==> src/rtl/rf_writeback_ctrl.sv <==
// Register-file write-port controller: round-robin ALU/MEM arbitration into a
// registered write port, plus a per-register pending-write scoreboard for decode.
module rf_writeback_ctrl #(
  parameter int WORD_W   = 16,
  parameter int MAX_PEND = 3
) (
  input  logic              clk,
  input  logic              reset_n,
  input  logic              issue_valid,
  input  logic [1:0]        issue_dest,
  output logic              issue_ready,
  input  logic              alu_valid,
  input  logic [1:0]        alu_dest,
  input  logic [WORD_W-1:0] alu_data,
  output logic              alu_ready,
  input  logic              mem_valid,
  input  logic [1:0]        mem_dest,
  input  logic [WORD_W-1:0] mem_data,
  output logic              mem_ready,
  input  logic [1:0]        chk_addr_a,
  input  logic [1:0]        chk_addr_b,
  output logic              hazard_a,
  output logic              hazard_b,
  output logic              rf_write,
  output logic [1:0]        rf_waddr,
  output logic [WORD_W-1:0] rf_wdata,
  output logic [3:0]        busy,
  output logic              wb_err
);

  localparam logic [1:0] MAX_CNT = 2'(MAX_PEND);

  logic [1:0] cnt     [4];
  logic [1:0] cnt_nxt [4];
  logic       prio_mem;
  logic       issue_acc;
  logic       retire_err;

  // Ties go to the source that did not win last; prio_mem=1 means mem wins a tie.
  always_comb begin
    mem_ready = 1'b0;
    alu_ready = 1'b0;
    if (mem_valid && alu_valid) begin
      mem_ready = prio_mem;
      alu_ready = !prio_mem;
    end else begin
      mem_ready = mem_valid;
      alu_ready = alu_valid;
    end
  end

  assign issue_ready = (cnt[issue_dest] != MAX_CNT);
  assign issue_acc   = issue_valid && issue_ready;
  assign hazard_a    = (cnt[chk_addr_a] != 2'd0);
  assign hazard_b    = (cnt[chk_addr_b] != 2'd0);
  assign retire_err  = rf_write && (cnt[rf_waddr] == 2'd0);

  always_comb begin
    for (int r = 0; r < 4; r++) begin
      busy[r]    = (cnt[r] != 2'd0);
      cnt_nxt[r] = cnt[r];
      if (issue_acc && (issue_dest == 2'(r)) && !(rf_write && (rf_waddr == 2'(r))))
        cnt_nxt[r] = cnt[r] + 2'd1;
      else if (rf_write && (rf_waddr == 2'(r)) && !(issue_acc && (issue_dest == 2'(r)))
               && (cnt[r] != 2'd0))
        cnt_nxt[r] = cnt[r] - 2'd1;
    end
  end

  always_ff @(posedge clk) begin
    if (!reset_n) begin
      for (int r = 0; r < 4; r++) cnt[r] <= 2'd0;
      prio_mem <= 1'b1;
      rf_write <= 1'b0;
      rf_waddr <= 2'd0;
      rf_wdata <= '0;
      wb_err   <= 1'b0;
    end else begin
      for (int r = 0; r < 4; r++) cnt[r] <= cnt_nxt[r];
      if (retire_err) wb_err <= 1'b1;
      rf_write <= mem_ready || alu_ready;
      if (mem_ready) begin
        rf_waddr <= mem_dest;
        rf_wdata <= mem_data;
        prio_mem <= 1'b0;
      end else if (alu_ready) begin
        rf_waddr <= alu_dest;
        rf_wdata <= alu_data;
        prio_mem <= 1'b1;
      end
    end
  end

endmodule
==> config.mk <==
export PLATFORM = sky130hd
export DESIGN_NAME = rf_writeback_ctrl
export DESIGN_NICKNAME = d
export VERILOG_FILES = /design/src/rtl/rf_writeback_ctrl.sv
export SDC_FILE = /design/constraint.sdc
export NUM_CORES = 1
export LEC_CHECK = 0
export ABC_CLOCK_PERIOD_IN_PS = 1400
export BUFFER_PORTS_ARGS = -buffer_cell sky130_fd_sc_hd__buf_4
export CORE_UTILIZATION = 43
export CTS_CLUSTER_DIAMETER = 80
export CTS_CLUSTER_SIZE = 20
export DETAILED_ROUTE_END_ITERATION = 12
export GPL_TIMING_DRIVEN = 0
export HOLD_SLACK_MARGIN = 0.12
export PLACE_DENSITY = 0.73
export SYNTH_ARGS = -nofsm -noshare
export SYNTH_HDL_FRONTEND = slang
export SYNTH_SLANG_ARGS = --single-unit
==> constraint.sdc <==
create_clock -name clk -period 1.4 [get_ports clk]
set_input_delay 0.07 -clock clk [delete_from_list [all_inputs] [get_ports clk]]
set_output_delay 0.07 -clock clk [all_outputs]
set_load 0.02 [all_outputs]
# After elaboration in Yosys (flattened, before gate mapping)
# Memories as Yosys holds them, arrays and structs flattened. A register that Yosys moved wholly into a read port is not among the register bits.
# Cells that the tools add are included.
# W data, S select, Z words.
[totals]
regBits = 21
ram_bits = 8
inputBits = 47
output_inout_bits = 29
elab_cells = 92
memories = 1
[mem_list]
columns = ["memory", "depth", "word_bits", "read_ports", "rd_ports_with_merged_regs", "wr", "line_no", "source"]
rows = [
  ["cnt", 4, 2, 8, 1, 4, "33", "logic [1:0] cnt [4];"],
]
[classes]
n_addsub = 8
eq_ne = 7
muxes = 24
bitwise = 4
n_reduce_logical = 43
[op_table]
columns = ["op", "n"]
rows = [
  ["$mux W16", 2],
  ["$mux W2", 16],
  ["$logic_and A1 B1 Y1", 23],
  ["$reduce_bool A2 Y1", 7],
  ["$logic_not A1 Y1", 9],
  ["$add A2 B1 Y2 const B", 4],
  ["$eq A2 B2 Y1 const B", 4],
  ["$sub A2 B1 Y2 const B", 4],
  ["$logic_not A2 Y1", 3],
  ["$mux W1", 6],
  ["$eq A2 B1 Y1 const B", 2],
  ["$or A1 B1 Y1", 4],
  ["$ne A2 B2 Y1 const B", 1],
  ["$logic_or A1 B1 Y1", 1],
]

# Depth between registers and ports, before layout
# Gate-level depths: netlist of run 1.
# An unclocked memory read counts as a cell.
[logic_depth]
ltp_word = 10
ltp_mapped = 5
depth_no_buf = 4

# Worst setup path before layout of run 1
# No wires, ideal clock.
[synth_timing]
path_kind = "register to register"
startpoint = "register rf_write"
endpoint = "memory cnt[2][0]"
setup_time_ps = 125
t_arrival_ps = 1306
required_ps = 1275
path_slack_ps = -31
stages_incl_launch_ff = 4
path_buffers = 0
synth_period_minus_slack_ps = 1431
cell_sequence = "dfxtp_1 > and3b_2 > and3b_1 > o41a_1"
[synth_rtl]
columns = ["item", "line_no", "source"]
rows = [
  ["start, declared", "24", "output logic rf_write,"],
  ["start signal, assigned", "81", "rf_write <= mem_ready || alu_ready;"],
  ["end, declared", "33", ""],
]

==> key figures, run 1 <==
Run status
  – Status: complete, but fails checks
  – Failing checks: negative setup slack

STA
  – Post-route setup slack: -222 ps
  – Clock period minus worst slack: about 1600 ps
  – Max Fclk: roughly 620 MHz
  – Skew final: slightly below 9 ps
  – Max Slew Vio Count: 0
  – Fin crit share: 116%
  – # setup viols final: 3
  – Worst slew margin: between 70% and 80%
  – Worst hold margin: between 100 and 150 ps
  – Worst Tran Pin Value: between 400 and 500 ps
  – Unrepaired setup endpoints after global routing: yes
  – Hold Vio Cnt, Final: 0

Pwr
  – Leak Pwr: roughly 1.3 nW
  – Total power: around 0.0023 W
  – Sw power: between 0.0006 and 0.0007 W
  – Clock share of power: a little under 30%
  – Internal power: 0.00167 W
  – Switching Fraction: 28.0%
  – PD cells: between 800 and 900 nW/µm²
  – Combinational group share of total power: roughly 28%
  – Worst VDD drop: about 0.48 mV
  – Reg power frac: 42.7%

Floorplan
  – Die Width: 61.8 µm
  – Die area: approximately 3800 µm²
  – Die Span Y: slightly above 60 µm
  – # rows: 21
  – Starting density of the core: 45.4%
  – CORE AREA: roughly 3400 µm²
  – Ports: 76

Synthesis
  – Mean Syn Cell Area: slightly above 9 µm²
  – Synth area leader: dfxtp_1
  – Post-Synthesis Cells: between 150 and 200
  – Flops & latches, synth: 31
  – Post-synth ARST share: 0%
  – Register area share after synthesis: 40.3%
  – Synth top area cells: dfxtp_1, mux2i_1, nand2_1, o21ai_0, mux4_1
  – Distinct cells, synth: 38
  – Synth Cell Area: ~1500 µm²
  – Most frequent cells after synthesis: nand2_1, dfxtp_1, mux2i_1, o21ai_0, o21ai_1
  – Count leader, synth: nand2_1
  – Synth warn: 0
  – Yosys top cell area share: ~40%
  – Syn nets: 213
  – Predominant post-synthesis flop cell: dfxtp_1
  – EDFF count, synth: 0

Layout
  – Post-route cell area: around 2800 µm²
  – Post-layout util: between 80 and 90%
  – Antenna Cells: 0
  – Fillcell total: about 200
  – Area occupied by multi-input gates: roughly 900 µm²
  – Fin nets: roughly 350
  – Layout cells sized above 1: between 40% and 50%
  – Sequential Area: 646 µm²
  – Growth of design area from synthesis to finish: 80.7%

Global routing
  – Vias in the first global route: approximately 1700
  – First-pass GRT wire length: between 7000 and 8000 µm
  – Largest net degree at the start of global routing: 11
  – Grt met3 use: 10.6%
  – Busiest metal layer after global routing: met2
  – Met1 Use GR: 30.3%
  – Gr usage total: between 20% and 30%
  – Initial antenna violation count: 0
  – Met2 Use GR: 49.9%
  – GRT overflow: 0

Critical path
  – FF-to-FF path depth: 4
  – CP Max Fanout: 4
  – FF-to-FF setup slack: approximately 20 ps
  – CP endpoint kind: output pin
  – Worst path required time: about 1300 ps
  – Critical Path Source Type: flop
  – Reg2reg start: cnt[2][0]
  – Crit path DAT: between 1500 and 2000 ps
  – Crit Reg-Reg Endpoint: wb_err
  – Setup Crit Path Kind: flop to output pin

Hold path
  – Worst Hold Path EP: prio_mem
  – Worst Hold Class: input pin to flop
  – Hold_sp: mem_valid
  – WHS Path Cells: 3

Placed design
  – Pre-CTS setup slack: ~29 ps
  – Post-DP Area: around 2200 µm²
  – Port Buffers: 74
  – DP HPWL: roughly 2600 µm
  – RePlAce Congestion: about 0.78

Clock tree
  – CTS H-tree depth: 2
  – CTS buffer count: 5
  – Clock Pin Slew Worst Setup and Hold Paths: 90 ps
  – CTS tree: yes
  – CTS root buffer: clkbuf_4
  – Max Root-Sink Buffers: 2
  – CTS Sinks: 31
  – Clk_lat worst skew: 330 ps

Drt
  – Wire per inst: ~16 µm
  – Total iterations of the first detailed-routing run: 4
  – Post-route DRC: 0
  – DRT iter0 DRCs: ~140
  – Post-DRT Antenna Nets: 0
  – Drt via density: between 5 and 6
  – WL final: roughly 5500 µm
  – Via Count: 1811

Run
  – Max-cap viol count: 0
## flip-flops by register name, summed over array words and instances, names as in the netlist, named ones only
register and cells:
wb_err 1, rf_write 1, rf_wdata 16, rf_waddr 2, cnt 8, prio_mem 1
## timing repair
action                                  CTS  global route
endpoints found under the hold margin    22             0
hold buffers                             39             0
gates cloned                              0             0
endpoints found under the setup margin    4            21
pin swaps                                 3             2
setup buffers                             9             4
gates resized for setup                  16            14
## power groups by stage
stage / clock network [W] / logic [W] / registers, W
2_1_floorplan: 0 / 0.000198 / 0.00106
5_1_grt: 0.000724 / 0.000694 / 0.000996
3_5_place_dp: 0 / 0.000488 / 0.00101
6_report: 0.000680 / 0.000651 / 0.000992
3_3_place_gp: 0 / 0.000482 / 0.00101
4_1_cts: 0.000678 / 0.000601 / 0.000986
## kinds of logic (layout without fill, tap and decap cells)
group,Yosys count,after routing,synth area share [%]
AND/OR/NAND/NOR,66,66,23.2
buffers and inverters,7,140,2.60
flip-flops,31,31,40.3
XOR/XNOR,2,2,1.14
AO/OA/AOI/OAI,38,38,14.7
multiplexers,22,22,18.0
## how the worst max path moves through the flow
stage	depth (start not counted)	from	end	slack, ps
global route	3	cnt[3][0]	hazard_a	-280
finish	3	cnt[2][0]	hazard_b	-220
global placement	5	prio_mem	rf_waddr[1]	50
detailed placement	5	prio_mem	rf_waddr[1]	30
CTS	3	cnt[2][1]	hazard_a	-240
floorplan	3	rf_waddr[0]	cnt[2][0]	30
## per-layer routing
layer,share of wire (%),vias up
met5,0,-
met4,3.6,0
met3,8.1,21
met2,50,88
met1,38,845
li1,-,857
## metrics by stage
stage | instances | TNS, ps
finish | 345 | -575
global route | 345 | -772
CTS | 341 | -619
detailed placement | 286 | 0
global placement | 286 | 0
floorplan | 166 | 0
## worst max-delay path: stages (launching register included)
cell and delay (ps):
dfxtp_4 370, or2_4 240, mux4_2 470, buf_6 150
## placed cells by master (no fill, tap or decap), drive strengths merged, types with 3 or more instances in the layout
cell type,instances
nand2,33
or2,4
dfxtp,31
nor3,3
mux4,4
a21boi,5
and3,3
nor3b,3
dlygate4sd3,39
buf,90
mux2i,18
and3b,3
nor2,6
o21ai,24
clkbuf,8
nand2b,3
## area by class of cell
| type | instances | share of cell area, % |
|---|---|---|
| flip-flops and latches | 31 | 23.2 |
| multi-input cells | 128 | 32.3 |
| well taps | 46 | 2.07 |
| plain buffers | 5 | 1.57 |
| repair buffers | 126 | 38.1 |
| clock inverters | 1 | 1.08 |
| inverters | 2 | 0.270 |
| clock buffers | 6 | 1.48 |
(Power assumes the default switching activity.)
==> run 2, diff against run 1 <==
--- a/config.mk
+++ b/config.mk
@@ -7,13 +7,15 @@
 export LEC_CHECK = 0
 export ABC_CLOCK_PERIOD_IN_PS = 1400
 export BUFFER_PORTS_ARGS = -buffer_cell sky130_fd_sc_hd__buf_4
-export CORE_UTILIZATION = 43
+export CELL_PAD_IN_SITES_DETAIL_PLACEMENT = 0
+export CELL_PAD_IN_SITES_GLOBAL_PLACEMENT = 1
+export CORE_UTILIZATION = 32
 export CTS_CLUSTER_DIAMETER = 80
 export CTS_CLUSTER_SIZE = 20
 export DETAILED_ROUTE_END_ITERATION = 12
 export GPL_TIMING_DRIVEN = 0
 export HOLD_SLACK_MARGIN = 0.12
-export PLACE_DENSITY = 0.73
+export PLACE_DENSITY = 0.75
 export SYNTH_ARGS = -nofsm -noshare
 export SYNTH_HDL_FRONTEND = slang
 export SYNTH_SLANG_ARGS = --single-unit
==> run 2 against run 1 <==
Compared with the run above: the run ends with design-rule violations, negative setup slack left; power fell by 0.45%; non-clock buffer count fell by 6; core utilization fell by 21 points; critical path type unchanged; first-iteration DRC count fell by 59%; critical path depth did not move; die area rose by 33%; register-to-register slack barely moved; combinational power fell by 5.7%; sequential power fell by 0.7%.
==> key figures, run 2 (synthesis results as in run 1) <==
Pwr
  – Worst VDD drop: 0.496 mV (+3.9%)
  – PD cells: 845 nW/µm² (+1.2%)
  – Leak Pwr: 1.28 nW (-2.0%)

STA
  – Max Slew Vio Count: 0 (unchanged)
  – Clock period minus worst slack: 1570 ps (-56.1 ps)
  – Worst slew margin: 74.4% (+3.9 points)
  – Worst hold margin: 130 ps (-9.59 ps)
  – Worst Tran Pin Value: 384 ps (-58.6 ps)
  – Unrepaired setup endpoints after global routing: yes
  – Skew final: 5.23 ps (-3.44 ps)
  – Fin crit share: 112% (-4.0 points)
  – # setup viols final: 3 (unchanged)
  – Max Fclk: 638 MHz (+3.6%)
  – Post-route setup slack: -166 ps (+56.1 ps)
  – Hold Vio Cnt, Final: 0 (unchanged)

Critical path
  – CP endpoint kind: output pin
  – Crit path DAT: 1500 ps (-50 ps)
  – Setup Crit Path Kind: flop to output pin
  – Critical Path Source Type: flop
  – Worst path required time: 1330 ps (about the same)
  – CP Max Fanout: 4 (unchanged)

Layout
  – Post-route cell area: 2740 µm² (-1.7%)
  – Largest registers: rf_wdata: 16 flops, cnt: 8 flops, rf_waddr: 2 flops
  – Antenna Cells: 0 (unchanged)
  – Fillcell total: 380 (+89%)
  – Layout cells sized above 1: 42.7% (+0.19 points)
  – Biggest register: rf_wdata
  – Max reg flops: 16 (unchanged)
  – Growth of design area from synthesis to finish: 77.7%
  – Leading cell type in the layout, fill and taps excluded: buf_4
  – Most frequent cells in the layout: buf_4, dlygate4sd3_1, nand2_1, dfxtp_1, mux2i_1
  – Post-route insts no fill: 345 (unchanged)
  – Fin nets: 340 (-1.7%)

Global routing
  – Gr usage total: 19.2% (-9.3 points)
  – First-pass GRT wire length: 7560 µm (-1.8%)
  – Vias in the first global route: 1691 (-3.1%)
  – GRT overflow: 0 (unchanged)
  – Initial antenna violation count: 0 (unchanged)
  – Largest net degree at the start of global routing: 11 (unchanged)

Drt
  – DRT iter0 DRCs: 59 (-59%)
  – Post-DRT Antenna Nets: 0 (unchanged)
  – Total iterations of the first detailed-routing run: 8 (+4)
  – Drt via density: 4.73 (-9.8%)
  – Via Count: 1633 (-9.8%)
  – Post-route DRC: 3 (+3)
  – WL final: 4610 µm (-16%)
  – Wire per inst: 13.4 µm (-16%)

Placed design
  – Pre-CTS setup slack: 25.0 ps (-4.11 ps)
  – Placed insts: 292 (+2.1%)
  – RePlAce Congestion: 0.723 (-7.3%)
  – Port Buffers: 74 (unchanged)
  – DP HPWL: 2870 µm (+8.4%)
  – Post-DP Area: 2160 µm² (+0.35%)

Floorplan
  – Die Span Y: 71.4 µm (+15%)
  – Die area: 5090 µm² (+33%)
  – CORE AREA: 4470 µm² (+32%)
  – # rows: 24 (+14%)
  – Starting density of the core: 34.4% (-11 points)
  – Die Width: 71.4 µm (+15%)
  – Ports: 76 (unchanged)

Clock tree
  – CTS tree: yes
  – Clk_lat worst skew: 280 ps (-50 ps)
  – CTS buffer count: 5 (unchanged)
  – CTS Sinks: 31 (unchanged)
  – CTS root buffer: clkbuf_8
  – Max Root-Sink Buffers: 2 (unchanged)
  – Clock Pin Slew Worst Setup and Hold Paths: 60 ps (-30 ps)
  – CTS H-tree depth: 2 (unchanged)

Hold path
  – Worst Hold Class: input pin to flop

Run
  – Max-cap viol count: 0 (unchanged)

Run status
  – Status: complete, but fails checks
  – Failing checks: design-rule violations, negative setup slack
[run 2: stage by stage]
| step | total power, W | setup TNS, ps | utilization, % |
|---|---|---|---|
| floorplan | 0.00126 | 0 | - |
| global placement | 0.00150 | 0 | 48.3 |
| detailed placement | 0.00150 | 0 | 48.3 |
| CTS | 0.00232 | -459 | 60.2 |
| global route | 0.00241 | -524 | 61.1 |
| finish | 0.00231 | -410 | 61.1 |
[run 2: worst max-delay path: stages, from the launching register on]
cell	delay, ps
dfxtp_2	340
or2_4	250
mux4_2	480
buf_6	150
[run 2: power breakdown]
| group | total, W | internal (W) | switching, W | leakage [nW] |
|---|---|---|---|---|
| combinational | 0.000614 | 0.000348 | 0.000267 | 0.972 |
| clock | 0.000713 | 0.000385 | 0.000328 | 0.0470 |
| sequential | 0.000985 | 0.000943 | 0.0000423 | 0.262 |
[run 2: final timing paths]
kind / start / endpoint / slack (ps) / depth (start not counted)
setup / recovery: cnt[3][0] / hazard_a / -170 / 3
hold / removal: alu_valid / rf_wdata[8] / 130 / 4
setup reg to reg: cnt[2][0] / wb_err / 30 / 4
hold reg to reg: rf_wdata[12] / rf_wdata[12] / 450 / 2
[run 2: final cells by class]
class	instances	area, µm²	area share, %
plain buffers	5	33.8	1.24
clock buffers	6	82.6	3.02
repair buffers	120	1010	36.8
well taps	52	65.1	2.38
multi-input cells	128	891	32.6
flip-flops and latches	31	644	23.6
inverters	2	7.51	0.274
clock inverters	1	5.00	0.183
[run 2: repair_timing]
action                     in CTS  in global routing
hold endpoints to repair       21                  0
hold buffers                   36                  0
setup endpoints to repair       4                 20
buffers inserted                7                  3
resized for setup              20                  8
pin swaps                       2                  1
[run 2: layer usage]
metal  vias to the layer above  routed length, µm  track usage, %
met3                         7                339            6.33
met2                        63               2200            32.9
met4                         0                 61            7.33
li1                        844                  -               -
met1                       719               2020            22.2
met5                         -                  0               0
==> run 3, diff against run 2 <==
--- a/config.mk
+++ b/config.mk
@@ -5,17 +5,18 @@
 export SDC_FILE = /design/constraint.sdc
 export NUM_CORES = 1
 export LEC_CHECK = 0
+export ABC_AREA = 1
 export ABC_CLOCK_PERIOD_IN_PS = 1400
 export BUFFER_PORTS_ARGS = -buffer_cell sky130_fd_sc_hd__buf_4
 export CELL_PAD_IN_SITES_DETAIL_PLACEMENT = 0
 export CELL_PAD_IN_SITES_GLOBAL_PLACEMENT = 1
-export CORE_UTILIZATION = 32
+export CORE_UTILIZATION = 31
 export CTS_CLUSTER_DIAMETER = 80
 export CTS_CLUSTER_SIZE = 20
 export DETAILED_ROUTE_END_ITERATION = 12
 export GPL_TIMING_DRIVEN = 0
 export HOLD_SLACK_MARGIN = 0.12
-export PLACE_DENSITY = 0.75
+export PLACE_DENSITY = 0.76
 export SYNTH_ARGS = -nofsm -noshare
 export SYNTH_HDL_FRONTEND = slang
 export SYNTH_SLANG_ARGS = --single-unit
==> run 3 against run 2 <==
Compared with the run above: the run now ends clean; sequential power up 1%; highest routed layer unchanged; synthesized area rose by 5.8%; critical endpoint is now hazard_b; largest power group unchanged; sequential cell count stayed put; core utilization decreased by 6.1 points; cell count is 23% higher; register-to-register slack gained 130 ps; critical path type unchanged; power grew 4.8%; fmax is 19% higher; die area is 8.9% higher; worst hold slack better by 1.6 ps; non-clock buffer count shrank 3.
==> key figures, run 3 <==
Run status
  – Status: finished clean

Floorplan
  – # rows: 26 (+8.3%)
  – Die area: 5550 µm² (+8.9%)
  – Starting density of the core: 32.1% (-2.3 points)
  – Ports: 76 (unchanged)
  – CORE AREA: 5070 µm² (+13%)
  – Die Span Y: 74.5 µm (+4.4%)
  – Die Width: 74.5 µm (+4.4%)

Clock tree
  – Max Root-Sink Buffers: 2 (unchanged)
  – CTS tree: yes
  – CTS H-tree depth: 2 (unchanged)
  – Clk_lat worst skew: 280 ps (about the same)
  – Clock Pin Slew Worst Setup and Hold Paths: 60 ps (about the same)
  – CTS buffer count: 5 (unchanged)
  – CTS root buffer: clkbuf_8
  – CTS Sinks: 31 (unchanged)

Synthesis
  – Multiplexer area fraction after synthesis: 0% (-18 points)
  – Synth top area cells: dfxtp_1, o21ai_0, nor2_1, nand3_1, nand2_1
  – Yosys top cell area share: 38.1% (-2.2 points)
  – Flops & latches, synth: 31 (unchanged)
  – Post-Synth Adder-Cell Area: 0% (unchanged)
  – Predominant post-synthesis flop cell: dfxtp_1
  – Largest family of logic cells by synthesized area: simple AND/OR/NAND/NOR gates
  – Register area share after synthesis: 38.1% (-2.2 points)
  – Synth area leader: dfxtp_1
  – Post-synth ARST share: 0% (unchanged)
  – Count leader, synth: nor2_1
  – EDFF count, synth: 0 (unchanged)
  – Post-Synth Simple-Gate Area: 36.4% (+13 points)
  – Compound-Gate Fraction of Synth Area: 16.8% (+2.0 points)
  – Synth Cell Area: 1630 µm² (+5.8%)
  – Synth warn: 0 (unchanged)
  – Mean Syn Cell Area: 6.93 µm² (-25%)
  – Distinct cells, synth: 23 (-39%)
  – Syn nets: 282 (+32%)
  – XOR/XNOR share of the synthesized area: 0% (-1.1 points)
  – Post-Synthesis Cells: 235 (+42%)
  – Most frequent cells after synthesis: nor2_1, o21ai_0, dfxtp_1, nand2_1, nand3_1

Critical path
  – Crit path DAT: 1240 ps (-260 ps)
  – FF-to-FF setup slack: 160 ps (+130 ps)
  – CP peak stage delay: 320 ps (-160 ps)
  – Worst path required time: 1330 ps (about the same)
  – Crit Reg-Reg Endpoint: cnt[1][0]
  – CP Max Fanout: 5 (+1)
  – Kind of cell adding the most delay to the critical path: flip-flops
  – Max stage delay cell, worst path: dfxtp_1
  – Setup Crit Path Kind: flop to output pin
  – Critical path depth: 5 (+2)
  – Reg2reg start: cnt[0][0]
  – Crit path to: hazard_b
  – Crit path top cell by count: nor2_1
  – CP endpoint kind: output pin
  – FF-to-FF path depth: 9 (+5)
  – Worst Path Buf+Inv: 2 (+1)
  – Worst path cell trace: nor2_1, inv_1, a211oi_1, nor2_1, buf_4
  – Critical Path Source Type: flop
  – CP Launch Point: cnt[1][0]

Layout
  – Antenna Cells: 0 (unchanged)
  – Post-layout util: 55.0% (-6.1 points)
  – Leading cell type in the layout, fill and taps excluded: buf_4
  – Max reg flops: 16 (unchanged)
  – Layout cells sized above 1: 32.1% (-11 points)
  – Fin nets: 401 (+18%)
  – Largest registers: rf_wdata: 16 flops, cnt: 8 flops, rf_waddr: 2 flops
  – Growth of design area from synthesis to finish: 71.5%
  – Post-route insts no fill: 425 (+23%)
  – Biggest register: rf_wdata
  – Most frequent cells in the layout: buf_4, nor2_1, dlygate4sd3_1, o21ai_0, dfxtp_1

Pwr
  – Internal power: 0.00172 W (+2.8%)
  – Clock share of power: 31.9% (+1.1 points)
  – Switching Fraction: 28.9% (+1.4 points)
  – Reg power frac: 41.1% (-1.5 points)
  – Worst VDD drop: 0.525 mV (+5.7%)
  – Combinational group share of total power: 27.1% (+0.5 points)
  – Total power: 0.00242 W (+4.8%)
  – Sw power: 0.000700 W (+10%)
  – Leak Pwr: 1.31 nW (+2.1%)
  – PD cells: 868 nW/µm² (+2.7%)

STA
  – Setup_tns: 0 ps (+410 ps)
  – Clock period minus worst slack: 1310 ps (-253 ps)
  – Fin crit share: 93.8% (-18 points)
  – Max Fclk: 761 MHz (+19%)
  – Max Slew Vio Count: 0 (unchanged)
  – Skew final: 5.08 ps (-0.143 ps)
  – Hold Vio Cnt, Final: 0 (unchanged)
  – Worst Tran Pin Value: 485 ps (+101 ps)
  – Worst slew margin: 67.7% (-6.7 points)
  – Worst hold margin: 132 ps (+1.60 ps)
  – # setup viols final: 0 (-3)

Drt
  – WL final: 5050 µm (+9.3%)
  – DRT iter0 DRCs: 44 (-25%)
  – Wire per inst: 11.9 µm (-11%)
  – Post-route DRC: 0 (-3)
  – Total iterations of the first detailed-routing run: 4 (-4)
  – Via Count: 1941 (+19%)
  – Drt via density: 4.57 (-3.5%)
  – Post-DRT Antenna Nets: 0 (unchanged)

Global routing
  – Vias in the first global route: 1948 (+15%)
  – Largest net degree at the start of global routing: 11 (unchanged)
  – GRT overflow: 0 (unchanged)
  – Gr usage total: 19.6% (+0.45 points)
  – First-pass GRT wire length: 8260 µm (+9.2%)
  – Initial antenna violation count: 0 (unchanged)

Hold path
  – WHS Path Cells: 3 (-1)
  – Worst Hold Class: input pin to flop

Placed design
  – Port Buffers: 72 (-2.7%)
  – DP HPWL: 3410 µm (+19%)
  – RePlAce Congestion: 0.738 (+2.1%)
  – Placed insts: 377 (+29%)

Run
  – Max-cap viol count: 0 (unchanged)
## run 3: cell type report
cell class	instances	area (µm²)
Clock buffer	8	100
Buffer	10	62.6
Tap cell	70	87.6
Sequential cell	31	622
Inverter	22	85.1
Multi-Input combinational cell	172	896
Fill cell	517	2280
Timing Repair Buffer	112	938
## run 3: worst register-to-register path, delay by kind of cell (launching register included)
family,cells,cell delay [ps]
compound gates,1,130
flops,1,390
simple gates,8,610
## run 3: worst min-delay path by stage
stage                     start           to
finish              mem_dest[1]         flop
global placement      mem_valid     prio_mem
detailed placement    mem_valid     prio_mem
floorplan             mem_valid     prio_mem
global route        mem_dest[1]  rf_waddr[1]
CTS                 mem_dest[1]  rf_waddr[1]
## run 3: logic make-up after synthesis
family,Yosys count
simple gates,120
flops,31
buf+inv,32
compound gates,52
## run 3: routing by layer
metal,part of all wire (%),routed length (µm),GRT usage (%),vias to the layer above
met4,1.2,60,6.29,0
met3,5.9,298,4.34,9
met5,0,0,0,-
li1,-,-,-,1016
met1,43,2150,22.1,852
met2,50,2530,36.4,64
## run 3: what timing repair did
| item | CTS | global route |
|---|---|---|
| gates resized for setup | 5 | 10 |
| hold buffers | 39 | 0 |
| buffers inserted | 1 | 0 |
| setup endpoints to repair | 16 | 16 |
| pin swaps | 1 | 1 |
| endpoints found under the hold margin | 21 | 0 |
## run 3: per-stage QoR
stage          cell area [µm²]  setup slack [ps]
3_5_place_dp              2260              -129
3_3_place_gp              2260             -60.6
4_1_cts                   2770              37.6
6_report                  2790              86.6
5_1_grt                   2790           -0.0497
2_1_floorplan             1630               124
## run 3: power by group through the flow
| stage | Combinational (W) | Sequential [W] | Clock, W |
|---|---|---|---|
| after global placement | 0.000550 | 0.00101 | 0 |
| after global routing | 0.000720 | 0.00100 | 0.000830 |
| after floorplan | 0.000235 | 0.00107 | 0 |
| after CTS | 0.000649 | 0.000993 | 0.000797 |
| final | 0.000656 | 0.000996 | 0.000772 |
| after detailed placement | 0.000554 | 0.00101 | 0 |
